File: src/rtl/image_pad_loader_if.sv
// Bundles the loader's pixel stream input and its source-memory write port.
// master: the loader side. slave: the upstream source and the memory side.
interface image_pad_loader_if #(
  parameter int ADDR_W = 18
);
  logic              s_valid;
  logic [7:0]        s_data;
  logic              s_ready;
  logic              m_we;
  logic [ADDR_W-1:0] m_addr;
  logic [7:0]        m_data;

  modport master (
    input  s_valid, s_data,
    output s_ready, m_we, m_addr, m_data
  );

  modport slave (
    output s_valid, s_data,
    input  s_ready, m_we, m_addr, m_data
  );
endinterface

File: src/rtl/image_pad_loader.sv
// Writes a raster pixel stream into source frame memory with a one-pixel
// PAD_VALUE border, in strictly ascending address order.
//
// state  | meaning
// IDLE   | waiting for start after reset
// TOP    | writing the top border row (IMG_W+2 pads)
// LEFT   | writing column 0 of an image row
// PIX    | accepting IMG_W pixels of the current image row
// RIGHT  | writing column IMG_W+1 of an image row
// BOTTOM | writing the bottom border row (IMG_W+2 pads)
// DONE   | frame complete, done held until the next start
module image_pad_loader #(
  parameter int          IMG_W     = 256,
  parameter int          IMG_H     = 256,
  parameter int          ADDR_W    = 18,
  parameter logic [7:0]  PAD_VALUE = 8'd0
) (
  input  logic                clk,
  input  logic                rst,
  input  logic                start,
  image_pad_loader_if.master  bus,
  output logic                busy,
  output logic                done
);

  localparam int CW = $clog2(((IMG_W > IMG_H) ? IMG_W : IMG_H) + 2);

  localparam logic [CW-1:0]     COL_PAD_LAST = CW'(IMG_W + 1);
  localparam logic [CW-1:0]     COL_PIX_LAST = CW'(IMG_W - 1);
  localparam logic [CW-1:0]     ROW_LAST     = CW'(IMG_H - 1);
  localparam logic [CW-1:0]     CNT_ONE      = CW'(1);
  localparam logic [ADDR_W-1:0] ADDR_ONE     = ADDR_W'(1);

  typedef enum logic [2:0] {
    IDLE   = 3'd0,
    TOP    = 3'd1,
    LEFT   = 3'd2,
    PIX    = 3'd3,
    RIGHT  = 3'd4,
    BOTTOM = 3'd5,
    DONE   = 3'd6
  } state_t;

  state_t            state_q, state_d;
  logic [ADDR_W-1:0] ptr_q, ptr_d;
  logic [CW-1:0]     col_q, col_d;
  logic [CW-1:0]     row_q, row_d;
  logic              busy_q, busy_d;
  logic              done_q, done_d;
  logic              m_we_q, m_we_d;
  logic [ADDR_W-1:0] m_addr_q, m_addr_d;
  logic [7:0]        m_data_q, m_data_d;
  logic              pad_wr;

  // State, counters and the registered memory write port.
  always_ff @(posedge clk) begin
    if (rst) begin
      state_q  <= IDLE;
      ptr_q    <= '0;
      col_q    <= '0;
      row_q    <= '0;
      busy_q   <= 1'b0;
      done_q   <= 1'b0;
      m_we_q   <= 1'b0;
      m_addr_q <= '0;
      m_data_q <= '0;
    end else begin
      state_q  <= state_d;
      ptr_q    <= ptr_d;
      col_q    <= col_d;
      row_q    <= row_d;
      busy_q   <= busy_d;
      done_q   <= done_d;
      m_we_q   <= m_we_d;
      m_addr_q <= m_addr_d;
      m_data_q <= m_data_d;
    end
  end

  // Next state and the write decided this cycle; pad writes share one path.
  always_comb begin
    state_d  = state_q;
    ptr_d    = ptr_q;
    col_d    = col_q;
    row_d    = row_q;
    busy_d   = busy_q;
    done_d   = done_q;
    m_we_d   = 1'b0;
    m_addr_d = m_addr_q;
    m_data_d = m_data_q;
    pad_wr   = 1'b0;

    case (state_q)
      IDLE: begin
        if (start) begin
          state_d = TOP;
          ptr_d   = '0;
          col_d   = '0;
          row_d   = '0;
          busy_d  = 1'b1;
          done_d  = 1'b0;
        end
      end
      TOP: begin
        pad_wr = 1'b1;
        if (col_q == COL_PAD_LAST) begin
          col_d   = '0;
          state_d = LEFT;
        end else begin
          col_d = col_q + CNT_ONE;
        end
      end
      LEFT: begin
        pad_wr  = 1'b1;
        state_d = PIX;
      end
      PIX: begin
        if (bus.s_valid) begin
          m_we_d   = 1'b1;
          m_addr_d = ptr_q;
          m_data_d = bus.s_data;
          ptr_d    = ptr_q + ADDR_ONE;
          if (col_q == COL_PIX_LAST) begin
            col_d   = '0;
            state_d = RIGHT;
          end else begin
            col_d = col_q + CNT_ONE;
          end
        end
      end
      RIGHT: begin
        pad_wr = 1'b1;
        if (row_q == ROW_LAST) begin
          col_d   = '0;
          state_d = BOTTOM;
        end else begin
          row_d   = row_q + CNT_ONE;
          state_d = LEFT;
        end
      end
      BOTTOM: begin
        pad_wr = 1'b1;
        if (col_q == COL_PAD_LAST) begin
          col_d   = '0;
          state_d = DONE;
        end else begin
          col_d = col_q + CNT_ONE;
        end
      end
      DONE: begin
        // The last write is on the port this cycle, so done rises one cycle later.
        busy_d = 1'b0;
        done_d = 1'b1;
        if (start) begin
          state_d = TOP;
          ptr_d   = '0;
          col_d   = '0;
          row_d   = '0;
          busy_d  = 1'b1;
          done_d  = 1'b0;
        end
      end
      default: state_d = IDLE;
    endcase

    if (pad_wr) begin
      m_we_d   = 1'b1;
      m_addr_d = ptr_q;
      m_data_d = PAD_VALUE;
      ptr_d    = ptr_q + ADDR_ONE;
    end
  end

  assign bus.s_ready = (state_q == PIX);
  assign bus.m_we    = m_we_q;
  assign bus.m_addr  = m_addr_q;
  assign bus.m_data  = m_data_q;
  assign busy        = busy_q;
  assign done        = done_q;

endmodule

File: src/flat_wrapper.sv
// flat-port wrapper written by rule: the top's interface ports become plain ports
module image_pad_loader_flat 
#(
  parameter int          IMG_W     = 256,
  parameter int          IMG_H     = 256,
  parameter int          ADDR_W    = 18,
  parameter logic [7:0]  PAD_VALUE = 8'd0
)
  (clk, rst, start, busy, done, bus_s_valid, bus_s_data, bus_s_ready, bus_m_we, bus_m_addr, bus_m_data);
  image_pad_loader_if #(.ADDR_W(ADDR_W)) bus_i ();
  input  logic clk;
  input  logic rst;
  input  logic start;
  output logic busy;
  output logic done;
  input wire logic [$bits(bus_i.s_valid)-1:0] bus_s_valid;
  input wire logic [$bits(bus_i.s_data)-1:0] bus_s_data;
  output wire logic [$bits(bus_i.s_ready)-1:0] bus_s_ready;
  output wire logic [$bits(bus_i.m_we)-1:0] bus_m_we;
  output wire logic [$bits(bus_i.m_addr)-1:0] bus_m_addr;
  output wire logic [$bits(bus_i.m_data)-1:0] bus_m_data;
  assign bus_i.s_valid = bus_s_valid;
  assign bus_i.s_data = bus_s_data;
  assign bus_s_ready = bus_i.s_ready;
  assign bus_m_we = bus_i.m_we;
  assign bus_m_addr = bus_i.m_addr;
  assign bus_m_data = bus_i.m_data;
  image_pad_loader #(.IMG_W(IMG_W), .IMG_H(IMG_H), .ADDR_W(ADDR_W), .PAD_VALUE(PAD_VALUE)) u_core (.clk(clk), .rst(rst), .start(start), .bus(bus_i), .busy(busy), .done(done));
endmodule
File: config.mk
export PLATFORM = sky130hd
export DESIGN_NAME = image_pad_loader_flat
export DESIGN_NICKNAME = d
export VERILOG_FILES = /design/src/rtl/image_pad_loader_if.sv /design/src/rtl/image_pad_loader.sv /design/src/flat_wrapper.sv
export SDC_FILE = /design/constraint.sdc
export NUM_CORES = 1
export LEC_CHECK = 0
export BUFFER_PORTS_ARGS = -buffer_cell sky130_fd_sc_hd__buf_4
export CORE_MARGIN = 2
export CORE_UTILIZATION = 25
export DETAILED_ROUTE_END_ITERATION = 8
export GPL_ROUTABILITY_DRIVEN = 0
export REMOVE_ABC_BUFFERS = 1
export SLEW_MARGIN = 15
export SYNTH_ARGS = -nofsm -noshare
export SYNTH_HDL_FRONTEND = slang
export SYNTH_SLANG_ARGS = --single-unit
export TNS_END_PERCENT = 20
File: constraint.sdc
create_clock -name clk -period 2 [get_ports clk]
set_input_delay 0.3 -clock clk [delete_from_list [all_inputs] [get_ports clk]]
set_output_delay 0.3 -clock clk [all_outputs]
set_load 0.005 [all_outputs]
==> results summary <==
The cell area after layout is 4410 um2. In the final routed layout, each cell accounts on average for approximately 13 um. STA classifies the critical path endpoint as a flop.

The post-cts hold buffer count is 0. The most numerous cell in the Yosys netlist is nand2_1. The CTS root buffer is clkbuf_16.

The die is 118 um wide. The critical path in this run is classified as flop to flop. The final clock skew came out at about 3.3 ps. The maximum level of the CTS H-tree came out at 3. The first-pass GRT wire length is about 14 mm. The count of fill cells added during filler insertion is approximately 1,300. The final wirelength is roughly 8.4 mm. For this run, the top clock speed supported by timing is roughly 0.52 GHz. The number of max-cap violations came out at 0. In this run, CTS created clock tree buffers numbering 9. The overall via count from detail_route came out at around 3,100. The final worst setup slack is 68.8 ps. The minimum clock period after layout is between 1500 and 2000 ps. The proportion of synthesized chip area in sequential cells is between 40% and 50%. The worst slew slack as a fraction of its limit came out at roughly 60%.

The post-route clock period utilization is a little over nine tenths. The post-CTS clock slew at the launch and capture registers of the worst setup and hold paths came out at approximately 50 ps. In this run the worst hold path is classified as input port to flop. The floorplan has between 40 and 50 rows. The share of async-settable or async-resettable flops after synthesis is 0%.

STA puts the critical path data required time at roughly 2200 ps. Setup violations remaining at the end of the flow were counted as 0. The worst setup path is launched from a flop. The area of the core is ~13,000 um2. The number of antenna violations at the first check in global routing is 0. The clock insertion delay at the later pin of the skew report came out at about 330 ps. The via count of the first global-routing pass came out at ~3,000.

The pin count of the biggest net entering global routing is 29. The count of synthesis-stage warnings from yosys came out at 0. The met1 usage came out at 15.7%.

The antenna violation net count after detailed routing is 0. The number of antenna diodes in the final layout is 0. For this design the top-level I/O count stands at 42. The layer flagged by global routing as most heavily used is met2.

After synthesis, the netlist uses 51 different library cells. The flow ran to the end, and the final reports show no timing, DRC or antenna violations. At the pin with the least slew margin, the transition time is roughly 590 ps. The largest fanout on the critical path came out at 6. The total negative setup slack came out at 0 ps.

Timing analysis after detailed placement gives a worst setup slack of -36.0 ps. The mapped netlist covers approximately 3300 um2. Each instance of the synthesized netlist takes up on average about 8.0 um2. The standard cell area after detailed placement came out at around 4000 um2.

The post-CTS setup repair buffer count came out at 0. The average vias per placed instance came out at between 4 and 5. In the post-synthesis netlist, the biggest area contributors are dfxtp_1, nand2_1, a21oi_1. The biggest area contributor in the post-synthesis netlist is dfxtp_1. Setup repair after global routing could not meet its margin everywhere.

The number of buffers added on ports came out at 41. The global-route track usage on met3 came out at approximately 3.3%. For this run the aggregate overflow at the end of global routing stands at 0.

The die extent in y is 118 um. The number of sinks handled by clock tree synthesis came out at about 70. Of the cells placed in the final design, the portion with a size suffix greater than 1 is approximately 25%. The all-layer global routing usage came out at around 12%. The first-pass iteration count of the detailed router came out at 4. Relative to the synthesized area, the layout overhead comes to 35.1%. The most used flip-flop cell after synthesis is dfxtp_1.

The floorplan die area is approximately 14,000 um2. The wire-length estimate of the detail-placed layout is slightly below 6 mm. The arrival time of data at the critical path endpoint is between 2000 and 2500 ps.

The largest buffer count on any clock path came out at 2. TritonCTS built the clock tree. In this run the biggest area consumer among cell types represents between 40% and 50% of the synthesized area. The count of final hold-check violations came out at 0. The met2 usage in global routing came out at between 10% and 20%. The max-slew violation count came out at 0.

Dividing total power by cell area gives a power density of approximately 830 nW/um2. The number of storage elements in the synthesis netlist came out at 68. The leakage power summed over all cells is 1.65 nW. After the last flow step, the layout net total stands at between 400 and 500.

The initial utilization of the core area, before any placement, comes to 25.8%. Across the VDD grid, the largest voltage drop is 0.409 mV. Ranked by instance count, the synthesized netlist is headed by nand2_1, dfxtp_1, a21oi_1, nor2_1, o21ai_0. The number of cells produced by synthesis came out at 410. The number of design rule violations left after detail routing came out at 0. The starting DRC count in detailed routing came out at approximately 150. In this run, synthesis inferred 0 flip-flops with an integrated enable.
[per-stage QoR]
stage / hold WS [ps] / util [%] / cells / power (W)
after floorplan: 369 / - / 389 / 0.00169
after global placement: 444 / 31.6 / 638 / 0.00192
after detailed placement: 447 / 31.6 / 638 / 0.00194
after CTS: 213 / 34.3 / 654 / 0.00370
after global routing: 227 / 34.8 / 654 / 0.00383
final: 222 / 34.8 / 654 / 0.00367
[state kept, by name, indices dropped and copies added, names as in the netlist]
name	flops
u_core.state_q	3
u_core.col_q	9
u_core.done	1
u_core.bus.m_data	8
u_core.ptr_q	18
u_core.row_q	9
u_core.bus.m_addr	18
u_core.busy	1
u_core.bus.m_we	1
[cells in the final DEF (no fill, tap or decap), types with 8 or more instances in the layout]
| master | n |
|---|---|
| buf_4 | 74 |
| xnor2_1 | 8 |
| inv_1 | 13 |
| nand3_1 | 11 |
| a21oi_1 | 45 |
| nand2b_1 | 9 |
| nor2_1 | 36 |
| dfxtp_1 | 61 |
| nand2_1 | 74 |
| clkbuf_16 | 9 |
| nand4_1 | 10 |
| nor3_1 | 8 |
| o21ai_0 | 15 |
| xor2_1 | 13 |
[power by group]
part           internal (W)  switching [W]  total [W]
Sequential          0.00139      0.0000305    0.00142
Clock               0.00119       0.000563    0.00175
Combinational      0.000218       0.000283   0.000501
[area by class of cell]
type	count	area (um2)	share of cell area, %
multi-input combinational	308	1820	41.3
sequential	68	1370	31.1
timing repair buffer	77	616	14.0
clock buffer	12	267	6.04
tap	172	215	4.88
clock inverter	4	70.1	1.59
inverter	13	48.8	1.11
[timing repair]
item / in CTS / in global routing
gates resized for setup: 2 / 20
pin swaps: 0 / 1
setup endpoints to repair: 3 / 21
gates cloned: 0 / 0
[critical path: stages, from the launching register on]
cell and delay (ps):
dfxtp_2 330, ha_1 210, nand3_1 80, nor2_1 40
ha_1 190, buf_4 160, o211a_1 300, nor4_2 310
xnor2_1 150, nor2_1 60
[routing by layer]
layer,vias to the layer above,share of wire [%]
met5,-,0
met4,0,1.6
met3,10,7.0
met2,85,46
met1,1414,46
li1,1559,-
[cells by family (layout without fill, tap and decap cells)]
| logic type | Yosys count | in the layout | synth area share (%) |
|---|---|---|---|
| AOI/OAI and AO/OA | 86 | 86 | 15.6 |
| xor gates and xnor gates | 21 | 21 | 5.63 |
| adders and majority gates | 7 | 7 | 2.68 |
| buffers and inverters | 34 | 106 | 4.21 |
| DFF | 68 | 68 | 41.7 |
| muxes | 3 | 3 | 0.958 |
| and+or+nand+nor | 191 | 191 | 29.3 |
[final timing paths]
kind,cells past startpoint,slack (ps),endpoint,start
max,9,70,u_core.row_q[5],u_core.row_q[0]
max reg2reg,9,70,u_core.row_q[5],u_core.row_q[0]
min reg2reg,2,450,u_core.bus.m_addr[16],u_core.ptr_q[16]
min,3,220,u_core.bus.m_data[7],bus_s_data[7]
Note: power is estimated with default switching activity, not from simulation.
